--- src/rtl/mux_scan_pkg.sv ---
// Shared types and constants for the mux scan serializer.
// Holds default widths, the serializer state encoding and helpers that
// derive the first/last select position from the scan direction.
package mux_scan_pkg;

    localparam int WIDTH_DEF     = 8;
    localparam int SEL_W_DEF     = 3;
    localparam bit MSB_FIRST_DEF = 1'b0;

    typedef enum logic [0:0] {
        IDLE = 1'b0,
        SEND = 1'b1
    } state_t;

    // Select value of the first bit of a frame.
    function automatic int sel_first(input bit msb_first, input int width);
        return msb_first ? (width - 1) : 0;
    endfunction

    // Select value of the final bit of a frame.
    function automatic int sel_last(input bit msb_first, input int width);
        return msb_first ? 0 : (width - 1);
    endfunction

    // Default-configuration positions (LSB first).
    localparam int SEL_FIRST = sel_first(MSB_FIRST_DEF, WIDTH_DEF);
    localparam int SEL_LAST  = sel_last(MSB_FIRST_DEF, WIDTH_DEF);

endpackage

--- src/rtl/mux_scan_serializer_counter.sv ---
// Up/down select counter with synchronous load, enable and terminal count.
// Ports: clk/rst, load + load_val (priority over en), en steps by one in the
// DOWN direction, cnt is the registered select, tc flags cnt == LAST.
module scan_index_counter #(
    parameter int          SEL_W = 3,
    parameter bit          DOWN  = 1'b0,
    parameter logic [SEL_W-1:0] LAST = '1
) (
    input  logic             clk,
    input  logic             rst,
    input  logic             load,
    input  logic [SEL_W-1:0] load_val,
    input  logic             en,
    output logic [SEL_W-1:0] cnt,
    output logic             tc
);

    logic [SEL_W-1:0] cnt_q;
    logic [SEL_W-1:0] cnt_d;

    always_comb begin
        cnt_d = cnt_q;
        if (load) begin
            cnt_d = load_val;
        end else if (en) begin
            cnt_d = DOWN ? (cnt_q - SEL_W'(1)) : (cnt_q + SEL_W'(1));
        end
    end

    always_ff @(posedge clk or posedge rst) begin
        if (rst) begin
            cnt_q <= '0;
        end else begin
            cnt_q <= cnt_d;
        end
    end

    assign cnt = cnt_q;
    assign tc  = (cnt_q == LAST);

endmodule

--- src/rtl/mux_scan_serializer.sv ---
// Loads a word, holds it on the mux inputs and scans the mux select so the
// mux output streams out one bit per accepted serial handshake.
// Ports: load_* word handshake (ready only in IDLE), mux_i/mux_s drive the
// mux, mux_y returns from it, ser_* serial stream with last flag, done pulse.
module mux_scan_serializer
    import mux_scan_pkg::*;
#(
    parameter int WIDTH     = WIDTH_DEF,
    parameter int SEL_W     = SEL_W_DEF,
    parameter bit MSB_FIRST = MSB_FIRST_DEF
) (
    input  logic             clk,
    input  logic             rst,
    input  logic             load_valid,
    output logic             load_ready,
    input  logic [WIDTH-1:0] load_data,
    output logic [WIDTH-1:0] mux_i,
    output logic [SEL_W-1:0] mux_s,
    input  logic             mux_y,
    output logic             ser_bit,
    output logic             ser_valid,
    input  logic             ser_ready,
    output logic             ser_last,
    output logic             done
);

    localparam logic [SEL_W-1:0] SEL_FIRST_P = SEL_W'(sel_first(MSB_FIRST, WIDTH));
    localparam logic [SEL_W-1:0] SEL_LAST_P  = SEL_W'(sel_last(MSB_FIRST, WIDTH));

    state_t           state_q, state_d;
    logic [WIDTH-1:0] mux_i_q, mux_i_d;
    logic             done_q, done_d;
    logic             cnt_load;
    logic             cnt_en;
    logic             cnt_tc;
    logic             load_fire;
    logic             ser_fire;

    // Handshake qualifiers decode from registered state only.
    assign load_ready = (state_q == IDLE);
    assign ser_valid  = (state_q == SEND);
    assign ser_last   = ser_valid && cnt_tc;
    assign ser_bit    = mux_y;
    assign load_fire  = load_valid && load_ready;
    assign ser_fire   = ser_valid && ser_ready;

    always_comb begin
        state_d  = state_q;
        mux_i_d  = mux_i_q;
        done_d   = 1'b0;
        cnt_load = 1'b0;
        cnt_en   = 1'b0;
        unique case (state_q)
            IDLE: begin
                if (load_fire) begin
                    mux_i_d  = load_data;
                    cnt_load = 1'b1;
                    state_d  = SEND;
                end
            end
            SEND: begin
                // Last-bit check comes before the step, so the select
                // never wraps past the end of the frame.
                if (ser_fire) begin
                    if (cnt_tc) begin
                        state_d = IDLE;
                        done_d  = 1'b1;
                    end else begin
                        cnt_en = 1'b1;
                    end
                end
            end
            default: state_d = IDLE;
        endcase
    end

    always_ff @(posedge clk or posedge rst) begin
        if (rst) begin
            state_q <= IDLE;
            mux_i_q <= '0;
            done_q  <= 1'b0;
        end else begin
            state_q <= state_d;
            mux_i_q <= mux_i_d;
            done_q  <= done_d;
        end
    end

    scan_index_counter #(
        .SEL_W (SEL_W),
        .DOWN  (MSB_FIRST),
        .LAST  (SEL_LAST_P)
    ) u_idx (
        .clk      (clk),
        .rst      (rst),
        .load     (cnt_load),
        .load_val (SEL_FIRST_P),
        .en       (cnt_en),
        .cnt      (mux_s),
        .tc       (cnt_tc)
    );

    assign mux_i = mux_i_q;
    assign done  = done_q;

endmodule

--- config.mk ---
export PLATFORM = sky130hd
export DESIGN_NAME = mux_scan_serializer
export DESIGN_NICKNAME = d
export VERILOG_FILES = /design/src/rtl/mux_scan_pkg.sv /design/src/rtl/mux_scan_serializer_counter.sv /design/src/rtl/mux_scan_serializer.sv
export SDC_FILE = /design/constraint.sdc
export NUM_CORES = 1
export LEC_CHECK = 0
export BUFFER_PORTS_ARGS = -buffer_cell sky130_fd_sc_hd__buf_2
export CORE_MARGIN = 3
export CORE_UTILIZATION = 29
export CTS_CLUSTER_SIZE = 12
export DETAILED_ROUTE_END_ITERATION = 10
export PLACE_DENSITY = 0.6
export SLEW_MARGIN = 30
export SYNTH_ARGS = -nofsm -noshare
export SYNTH_HDL_FRONTEND = slang
export SYNTH_SLANG_ARGS = --single-unit
--- constraint.sdc ---
create_clock -name clk -period 2.85 [get_ports clk]
set_input_delay 0.285 -clock clk [delete_from_list [all_inputs] [get_ports clk]]
set_output_delay 0.285 -clock clk [all_outputs]
set_load 0.01 [all_outputs]
==> out/results.ini <==
[floorplanning]
start_util_pct = 32.9
core_um2 = 1840
rows = 15
ios = 29
die_x_um = 51.7
dieArea_um2 = 2670
die_h_um = 51.7

[placed_design]
dp_slack_ns = 1.19
gp_congestion = 0.736
dp_hpwl_um = 830
numPortBuffers = 26

[final_layout]
fin_nets = 89
antenna_cells = 0
seq_area_um2 = 325
synthToLayoutAreaGrowth_pct = 26.1
fillerInstances = 209
final_layout_size_suffix_gt1_share_pct = 54.8
multi_input_area_um2 = 241

[yosys]
synth_cell_types = 17
synth_top_flop_cell = dfrtp_1
netlist.top_cell.by_area = dfrtp_1
yosysMostFrequentCell = dfrtp_1
synthArstFlopShare_pct = 100
synth_top_area_share_pct = 53.8
synth_warnings = 0
syn_area_per_cell_um2 = 13.1
synthTopCellsByArea = dfrtp_1 (54%), mux2_2 (15%), ha_1 (4.1%)
synth_area_um2 = 604
syn_nets = 61
synth_cells = 46
synth_enable_flop_cells = 0
synth_commonest_cells = dfrtp_1 (13), mux2_2 (8), nand2_1 (3)
ys_ff_latch = 13
seq_area_frac_synth_pct = 53.8

[power]
p_leak_nw = 0.391
ir_worst_vdd_mv = 0.371
power_density_nw_per_um2 = 926

[sta]
grt_setup_unrepaired = no
timing.hold.ws_ns = 0.0188
fin_skew_ns = 0.00503
max_slew_margin_pct = 54.5
finalSetupViolations = 0
tns_ns = 0
fmax_mhz = 573
hold_violations = 0
worst_slack_ns = 1.11
period_minus_slack_ns = 1.74
fin_crit_sh_pct = 61.2
drv_slew = 0
max_slew.worst_pin.slew_ns = 0.681

[drt]
wl_per_cell_um = 11.5
vias = 436
firstDrtPassIters = 1
totalWireLength_um = 1130
drt_iter0_drc = 0
routed_via_density = 4.45
drc = 0
ant_nets = 0

[clock_network]
ctsHoldBuffers = 0
cts.path.max_buffers = 2
cts_buffers = 3
cts_tree = done
postCtsSetupRepairBufs = 0
cts.sinks = 13
cts_root_buffer = clkbuf_4
clk_pin_slew_ns = 0.08
cts-resized-gates = 0
clk_latency_ns = 0.27
htree_levels = 1

[critical_path]
critPathRequiredTime_ns = 2.57
crit_path_top_delay_cell = dfrtp_1
critPathCaptureType = output port
critPathMaxFanout = 6
cp.arrival_ns = 1.46
startpoint_type = flip-flop
path_cells = ha_1 > ha_1 > and2_1 > buf_2
max_stage_delay_ns = 0.43
r2r_cells = 2
criticalPathCategory = reg2out
crit_path_frequent_cell = ha_1

[global_routing]
grt_overflow = 0
track_usage_pct = 9.33
grt_pass1_wl_um = 1780
grt_pass1_vias = 407
grt_start_max_net_pins = 16
antenna_found_initial = 0

[flow_run]
drv_cap = 0

[outcome]
status = complete, no violations

[min_path]
min_path_type = in2async

-- worst max-delay path, delay by kind of cell (launching register included) --
| kind | cells | cell delay, ns |
|---|---|---|
| buffers and inverters | 1 | 0.13 |
| adder cells (fa/ha/maj) | 2 | 0.46 |
| flip-flops | 1 | 0.43 |
| AND/OR/NAND/NOR | 1 | 0.17 |
-- sequential cells by signal, summed over array words and instances (netlist names) --
name and flops:
mux_i 8, u_idx.cnt 3, done 1, ser_valid 1
-- placed cells by master (no fill, tap or decap) --
master	synthesis	final
buf_2	0	26
dfrtp_1	13	13
mux2_2	8	8
nand2_1	3	3
clkbuf_4	0	3
nor2b_1	2	2
inv_1	2	2
nor2_1	2	2
or3b_2	2	2
nand4b_1	2	2
o211ai_1	2	2
ha_1	2	2
and3_1	1	1
and2_1	1	1
nand4bb_1	1	1
or3b_1	1	1
o211ai_2	1	1
clkbuf_1	0	1
-- routing by layer --
layer | wire, µm | track usage (%)
met1 | 529 | 10.8
met2 | 477 | 14.2
met3 | 119 | 6.02
met4 | 0 | 2.62
met5 | 0 | 0
-- worst paths after layout --
path                                           from                    to  slack, ns
min in group clk                       load_data[7]  mux_i[7]$_DFFE_PP0P_       0.24
min reg2reg                    mux_i[3]$_DFFE_PP0P_  mux_i[3]$_DFFE_PP0P_       0.50
min                                             rst  mux_i[5]$_DFFE_PP0P_       0.02
max in group asynchronous                       rst  mux_i[2]$_DFFE_PP0P_       2.50
max                        u_idx.cnt[0]$_DFFE_PP0P_              ser_last       1.11
max reg2reg                     ser_valid$_DFF_PP0_  mux_i[1]$_DFFE_PP0P_       1.19
-- kinds of logic (layout without fill, tap and decap cells) --
logic type,Yosys count,after routing,synth area share (%)
AOI/OAI and AO/OA,3,3,4.55
muxes,8,8,14.9
buffers and inverters,5,32,6.21
adders and majority gates,2,2,4.14
DFF,13,13,53.8
and+or+nand+nor,15,15,16.4
-- stage by stage --
step / utilization [%] / instances / power [mW] / area, µm²
4_1_cts: 41.4 / 98 / 0.718 / 762
3_3_place_gp: 40.0 / 94 / 0.598 / 736
5_1_grt: 41.4 / 98 / 0.763 / 762
6_report: 41.4 / 98 / 0.705 / 762
3_5_place_dp: 40.0 / 94 / 0.605 / 736
2_1_floorplan: - / 46 / 0.497 / 604
-- area by class of cell --
type                    instances  area share [%]
flip-flops and latches         13            42.7
multi-input cells              28            31.7
repair buffers                 26            17.1
well taps                      25            4.11
clock buffers                   4            3.45
inverters                       2           0.985
-- report_power, final --
part / switching, mW / total [mW] / leakage (nW) / internal, mW
Combinational: 0.128 / 0.279 / 0.219 / 0.151
Clock: 0.0557 / 0.110 / 0.0150 / 0.0542
Sequential: 0.0528 / 0.317 / 0.158 / 0.264
No activity file was read; power rests on OpenSTA's default activity.
